==> src/rtl/add_sub_arbiter_if.sv <==
// Request/operand/result bundle shared by two requesters and the add_sub_arbiter.
// master drives requests and operands; slave (the arbiter) returns grants and results.
interface add_sub_arbiter_if;
    logic       req0;
    logic       req1;
    logic [3:0] x0;
    logic [3:0] y0;
    logic [3:0] x1;
    logic [3:0] y1;
    logic       op0;
    logic       op1;
    logic       gnt0;
    logic       gnt1;
    logic [3:0] res;
    logic       res_cout;
    logic       res_valid;
    logic       res_id;
    logic       busy;

    modport master (
        output req0, req1, x0, y0, x1, y1, op0, op1,
        input  gnt0, gnt1, res, res_cout, res_valid, res_id, busy
    );

    modport slave (
        input  req0, req1, x0, y0, x1, y1, op0, op1,
        output gnt0, gnt1, res, res_cout, res_valid, res_id, busy
    );
endinterface

==> src/rtl/add_sub_arbiter.sv <==
// Two requesters share one 4-bit add_sub unit through an IDLE/EXEC/RESP arbiter.
// Define ADD_SUB_ARB_RR_EN for round-robin tie-breaking; default is fixed priority (requester 0).
module add_sub (
    input  logic [3:0] x,
    input  logic [3:0] y,
    input  logic       sub,
    output logic [3:0] s,
    output logic       cout
);
    logic [3:0] y_eff;
    logic [4:0] sum;

    // Subtract adds the 4-bit two's complement of y, so y=0 yields no carry.
    always_comb begin
        y_eff = sub ? 4'(4'd0 - y) : y;
        sum   = {1'b0, x} + {1'b0, y_eff};
    end

    assign s    = sum[3:0];
    assign cout = sum[4];
endmodule

module add_sub_arbiter (
    input logic               clk,
    input logic               rst,
    add_sub_arbiter_if.slave  bus
);
    typedef enum logic [1:0] {IDLE, EXEC, RESP} state_t;

    state_t     state;
    state_t     state_nxt;
    logic [3:0] opx;
    logic [3:0] opy;
    logic       opsub;
    logic       opid;
    logic [3:0] sum;
    logic       sum_cout;
    logic       take0;
    logic       take1;

`ifdef ADD_SUB_ARB_RR_EN
    logic       last_gnt;
`endif

    add_sub u_add_sub (
        .x    (opx),
        .y    (opy),
        .sub  (opsub),
        .s    (sum),
        .cout (sum_cout)
    );

    always_ff @(posedge clk) begin
        if (rst) state <= IDLE;
        else     state <= state_nxt;
    end

    always_comb begin
        state_nxt = state;
        take0     = 1'b0;
        take1     = 1'b0;
        case (state)
            IDLE: begin
`ifdef ADD_SUB_ARB_RR_EN
                // On a tie, favour whoever was not granted last.
                if (bus.req0 && bus.req1) begin
                    take0 = last_gnt;
                    take1 = !last_gnt;
                end else begin
                    take0 = bus.req0;
                    take1 = bus.req1;
                end
`else
                take0 = bus.req0;
                take1 = bus.req1 && !bus.req0;
`endif
                if (take0 || take1) state_nxt = EXEC;
            end
            EXEC:    state_nxt = RESP;
            RESP:    state_nxt = IDLE;
            default: state_nxt = IDLE;
        endcase
    end

    always_ff @(posedge clk) begin
        if (rst) begin
            bus.gnt0      <= 1'b0;
            bus.gnt1      <= 1'b0;
            bus.res       <= 4'd0;
            bus.res_cout  <= 1'b0;
            bus.res_valid <= 1'b0;
            bus.res_id    <= 1'b0;
            bus.busy      <= 1'b0;
            opx           <= 4'd0;
            opy           <= 4'd0;
            opsub         <= 1'b0;
            opid          <= 1'b0;
        end else begin
            bus.gnt0      <= take0;
            bus.gnt1      <= take1;
            bus.busy      <= (state_nxt != IDLE);
            bus.res_valid <= (state == EXEC);
            if (take0) begin
                opx   <= bus.x0;
                opy   <= bus.y0;
                opsub <= bus.op0;
                opid  <= 1'b0;
            end else if (take1) begin
                opx   <= bus.x1;
                opy   <= bus.y1;
                opsub <= bus.op1;
                opid  <= 1'b1;
            end
            // Result registers load only here and hold through RESP and IDLE.
            if (state == EXEC) begin
                bus.res      <= sum;
                bus.res_cout <= sum_cout;
                bus.res_id   <= opid;
            end
        end
    end

`ifdef ADD_SUB_ARB_RR_EN
    always_ff @(posedge clk) begin
        if (rst)        last_gnt <= 1'b1;
        else if (take0) last_gnt <= 1'b0;
        else if (take1) last_gnt <= 1'b1;
    end
`endif
endmodule

==> src/flat_wrapper.sv <==
// flat-port wrapper written by rule: the top's interface ports become plain ports
module add_sub_arbiter_flat 
  (clk, rst, bus_req0, bus_req1, bus_x0, bus_y0, bus_x1, bus_y1, bus_op0, bus_op1, bus_gnt0, bus_gnt1, bus_res, bus_res_cout, bus_res_valid, bus_res_id, bus_busy);
  add_sub_arbiter_if bus_i ();
  input logic clk;
  input logic rst;
  input wire logic [$bits(bus_i.req0)-1:0] bus_req0;
  input wire logic [$bits(bus_i.req1)-1:0] bus_req1;
  input wire logic [$bits(bus_i.x0)-1:0] bus_x0;
  input wire logic [$bits(bus_i.y0)-1:0] bus_y0;
  input wire logic [$bits(bus_i.x1)-1:0] bus_x1;
  input wire logic [$bits(bus_i.y1)-1:0] bus_y1;
  input wire logic [$bits(bus_i.op0)-1:0] bus_op0;
  input wire logic [$bits(bus_i.op1)-1:0] bus_op1;
  output wire logic [$bits(bus_i.gnt0)-1:0] bus_gnt0;
  output wire logic [$bits(bus_i.gnt1)-1:0] bus_gnt1;
  output wire logic [$bits(bus_i.res)-1:0] bus_res;
  output wire logic [$bits(bus_i.res_cout)-1:0] bus_res_cout;
  output wire logic [$bits(bus_i.res_valid)-1:0] bus_res_valid;
  output wire logic [$bits(bus_i.res_id)-1:0] bus_res_id;
  output wire logic [$bits(bus_i.busy)-1:0] bus_busy;
  assign bus_i.req0 = bus_req0;
  assign bus_i.req1 = bus_req1;
  assign bus_i.x0 = bus_x0;
  assign bus_i.y0 = bus_y0;
  assign bus_i.x1 = bus_x1;
  assign bus_i.y1 = bus_y1;
  assign bus_i.op0 = bus_op0;
  assign bus_i.op1 = bus_op1;
  assign bus_gnt0 = bus_i.gnt0;
  assign bus_gnt1 = bus_i.gnt1;
  assign bus_res = bus_i.res;
  assign bus_res_cout = bus_i.res_cout;
  assign bus_res_valid = bus_i.res_valid;
  assign bus_res_id = bus_i.res_id;
  assign bus_busy = bus_i.busy;
  add_sub_arbiter u_core (.clk(clk), .rst(rst), .bus(bus_i));
endmodule
==> config.mk <==
export PLATFORM = sky130hd
export DESIGN_NAME = add_sub_arbiter_flat
export DESIGN_NICKNAME = d
export VERILOG_FILES = /design/src/rtl/add_sub_arbiter_if.sv /design/src/rtl/add_sub_arbiter.sv /design/src/flat_wrapper.sv
export SDC_FILE = /design/constraint.sdc
export NUM_CORES = 1
export LEC_CHECK = 0
export CORE_MARGIN = 4
export CORE_UTILIZATION = 35
export DETAILED_ROUTE_END_ITERATION = 16
export GPL_ROUTABILITY_DRIVEN = 0
export PLACE_DENSITY_LB_ADDON = 0.1
export REMOVE_ABC_BUFFERS = 1
export SLEW_MARGIN = 20
export SYNTH_ARGS = -nofsm -noshare
export SYNTH_HDL_FRONTEND = slang
export SYNTH_SLANG_ARGS = --single-unit
export TNS_END_PERCENT = 30
==> constraint.sdc <==
create_clock -name clk -period 4.35 [get_ports clk]
set_clock_uncertainty 0.2 [all_clocks]
set_input_delay 0.435 -clock clk [delete_from_list [all_inputs] [get_ports clk]]
set_output_delay 0.435 -clock clk [all_outputs]
set_load 0.01 [all_outputs]
==> impl_metrics.sql <==
INSERT INTO impl_metrics (metric_group, metric, value, unit) VALUES
('outcome', 'outcome', 'finished, final reports clean', ''),
('sta', 'max_freq', '0.442', 'GHz'),
('clocking', 'cts.clk_slew.worst_paths', '0.12', 'ns'),
('critical_path', 'critPathKind', 'reg -> reg', ''),
('route', 'drcViolationCount', '0', ''),
('logic_synthesis', 'yosysTopAreaCell', 'dfxtp_1', ''),
('grt', 'overflow', '0', ''),
('route', 'finalWirelength', '2.03', 'mm'),
('cells_and_area', 'finish.cell_count_without_fillers', '166', ''),
('cells_and_area', 'diode_insertion_count_for_antenna_repair', '0', ''),
('logic_synthesis', 'post_synth_instance_area', '0.00102', 'mm^2'),
('logic_synthesis', 'netlist.area_leader.share', '41.4', '%'),
('place', 'dp.final_hpwl', '1.56', 'mm'),
('sta', 'setup_viol', '0', ''),
('logic_synthesis', 'synth-async-reset-ratio', '0', '%'),
('cells_and_area', 'drive_gt1_share', '4.44', '%'),
('sta', 'finalHoldViolCount', '0', ''),
('critical_path', 'critical-path-top-delay-family', 'adder cells', ''),
('clocking', 'cts.htree.levels', '1', ''),
('route', 'post_drt_via_cell_ratio', '5.07', ''),
('grt', 'track_usage', '10.8', '%'),
('grt', 'via_count_of_the_first_global_routing_pass', '712', ''),
('die', 'fp.dieArea', '0.00383', 'mm^2'),
('logic_synthesis', 'yosys_most_used_dff', 'dfxtp_1', ''),
('sta', 'fin_tns_setup', '0', 'ns'),
('critical_path', 'crit_path_max_incr_delay', '0.48', 'ns'),
('route', 'drt_first_pass_iters', '4', ''),
('pwr', 'fin_total_pwr', '0.000443', 'W'),
('clocking', 'cts_root_buffer', 'clkbuf_4', ''),
('clocking', 'clock_sink_count', '21', ''),
('route', 'post_detailed_route_count_of_antenna_violating_nets', '0', ''),
('sta', 'relSlewSlack', '45.0', '%'),
('grt', 'grt_pass1_wl', '3.06', 'mm'),
('die', 'core', '0.00276', 'mm^2'),
('place', 'numPortBuffers', '31', ''),
('critical_path', 'critical_path.slowest_cell', 'fa_1', ''),
('die', 'pin_count', '32', ''),
('critical_path', 'cp_data_arrival_time', '2.22', 'ns'),
('logic_synthesis', 'synth_edf_count', '0', ''),
('pwr', 'power.leakage', '0.525', 'nW'),
('grt', 'grt_start_max_net_pins', '24', ''),
('pwr', 'vdd_drop_max', '0.233', 'mV'),
('critical_path', 'depth_of_the_worst_register_to_register_path', '8', ''),
('clocking', 'cts-resized-gates', '0', ''),
('hold_path', 'worstHoldPathType', 'reg -> reg', ''),
('clocking', 'cts.path.max_buffers', '2', ''),
('critical_path', 'cp_data_required_time', '4.31', 'ns'),
('logic_synthesis', 'synthMostInstantiatedCell', 'dfxtp_1', ''),
('die', 'fp.dieW', '61.9', 'um'),
('cells_and_area', 'fin_nets', '164', ''),
('logic_synthesis', 'netlist_top_cells_area', 'dfxtp_1 (41%), mux2i_1 (8.9%), a211oi_1 (8.1%)', ''),
('critical_path', 'crit_path_end_kind', 'register', ''),
('pwr', 'power-per-cell-area', '328', 'mW/mm^2'),
('logic_synthesis', 'synth.yosys.warnings', '0', ''),
('critical_path', 'worst_r2r_startpoint', 'u_core.opy[0]', ''),
('critical_path', 'critPathLaunchType', 'register', ''),
('sta', 'timing.final.crit_share', '52.0', '%'),
('critical_path', 'critical_path_cell_count', '8', ''),
('run', 'max_cap_viol_count', '0', ''),
('sta', 'worst_pin_slew', '0.822', 'ns'),
('critical_path', 'crit_path_max_fanout', '4', ''),
('logic_synthesis', 'synth.ff_latch_count', '21', ''),
('logic_synthesis', 'synth_sequential_area_ratio', '41.4', '%'),
('route', 'total_number_of_vias', '841', ''),
('die', 'die_y', '61.9', 'um'),
('sta', 'rsz0062_at_grt', 'false', ''),
('logic_synthesis', 'netlist_cell_types', '29', ''),
('critical_path', 'crit_chain', 'inv_1, ha_1, nand2_1, o21ai_0, fa_1, a21o_1, a211oi_1, nor3_1', ''),
('route', 'routed_wire_length_per_instance', '12.3', 'um'),
('logic_synthesis', 'synthesis.area_per_instance', '9.41', 'um^2'),
('die', 'num_rows', '19', '');
==> cells by family after synthesis <==
family / Yosys count / share of synthesized area, %
compound gates: 29 / 18.1
xor+xnor: 3 / 2.59
fa+ha+maj: 6 / 8.13
buf+inv: 10 / 4.80
flops: 21 / 41.4
mux: 9 / 8.87
simple gates: 30 / 16.1
==> through the flow <==
step	hold WS [ns]	instance area (um^2)	setup slack [ns]	utilization, %
3_5_place_dp	0.251	1320	2.01	48.0
3_3_place_gp	0.244	1320	2.05	48.0
4_1_cts	0.265	1350	2.08	49.0
6_report	0.262	1350	2.09	49.0
5_1_grt	0.272	1350	1.97	49.0
2_1_floorplan	0.221	975	2.30	-
==> routing by layer <==
layer,global-route usage (%),vias to the layer above,wire length [um]
li1,-,439,-
met1,12.9,372,922
met3,4.34,2,150
met5,0,-,0
met4,2.73,0,19
met2,18.2,28,943
==> power breakdown <==
group	total, W	switching, W	internal [W]
clock	0.0000930	0.0000587	0.0000342
combinational	0.000125	0.0000568	0.0000678
sequential	0.000225	0.0000140	0.000211
total	0.000443	0.000130	0.000314
==> how the worst min path moves through the flow <==
stage	start	end	slack [ns]	depth (start not counted)
floorplan	u_core.opid	u_core.bus.res_id	0.22	2
global placement	u_core.bus.res_id	u_core.bus.res_id	0.24	2
detailed placement	u_core.bus.res[1]	u_core.bus.res[1]	0.25	2
CTS	u_core.opid	u_core.bus.res_id	0.26	2
global route	u_core.opid	u_core.bus.res_id	0.27	2
finish	u_core.bus.res[1]	u_core.bus.res[1]	0.26	2
==> worst reg2reg max path, stage by stage (launching register included) <==
cell and delay, ns:
dfxtp_1 0.40, inv_1 0.06, ha_1 0.28, nand2_1 0.06, o21ai_0 0.17, fa_1 0.48, a21o_1 0.17, a211oi_1 0.23
nor3_1 0.08
==> sequential cells by signal (all words and copies together) (netlist names) <==
signal,flops
u_core.opy,4
u_core.bus.res_id,1
u_core.bus.gnt0,1
u_core.bus.busy,1
u_core.bus.res_cout,1
u_core.opx,4
u_core.bus.res,4
u_core.opsub,1
u_core.bus.gnt1,1
u_core.state,2
u_core.opid,1
==> cell type report <==
type | instances | area [um^2]
tap | 31 | 38.8
inverter | 2 | 7.51
clock buffer | 3 | 22.5
clock inverter | 1 | 5.00
sequential | 21 | 420
timing repair buffer | 31 | 310
multi-input combinational | 77 | 547
fill | 280 | 1410
==> cells in the final DEF (no fill, tap or decap) <==
master	netlist	routed
clkdlybuf4s50_1	0	31
inv_1	2	2
and2_1	1	1
a21oi_1	14	14
or2_1	1	1
ha_1	5	5
nand2_1	8	8
o21ai_0	1	1
and3_1	1	1
or2_2	1	1
nand3b_1	1	1
nor2_1	6	6
clkinv_2	0	1
a211oi_1	11	11
mux2i_1	9	9
nand4_1	1	1
nor3b_4	1	1
xnor2_1	3	3
o31ai_1	1	1
clkbuf_4	0	3
nor3b_1	1	1
nand3_1	2	2
nand2b_1	2	2
nor3_1	1	1
fa_1	1	1
dfxtp_1	21	21
a21o_1	1	1
nor2b_1	3	3
a2111o_1	1	1
Power figures use the tool's default switching activity.
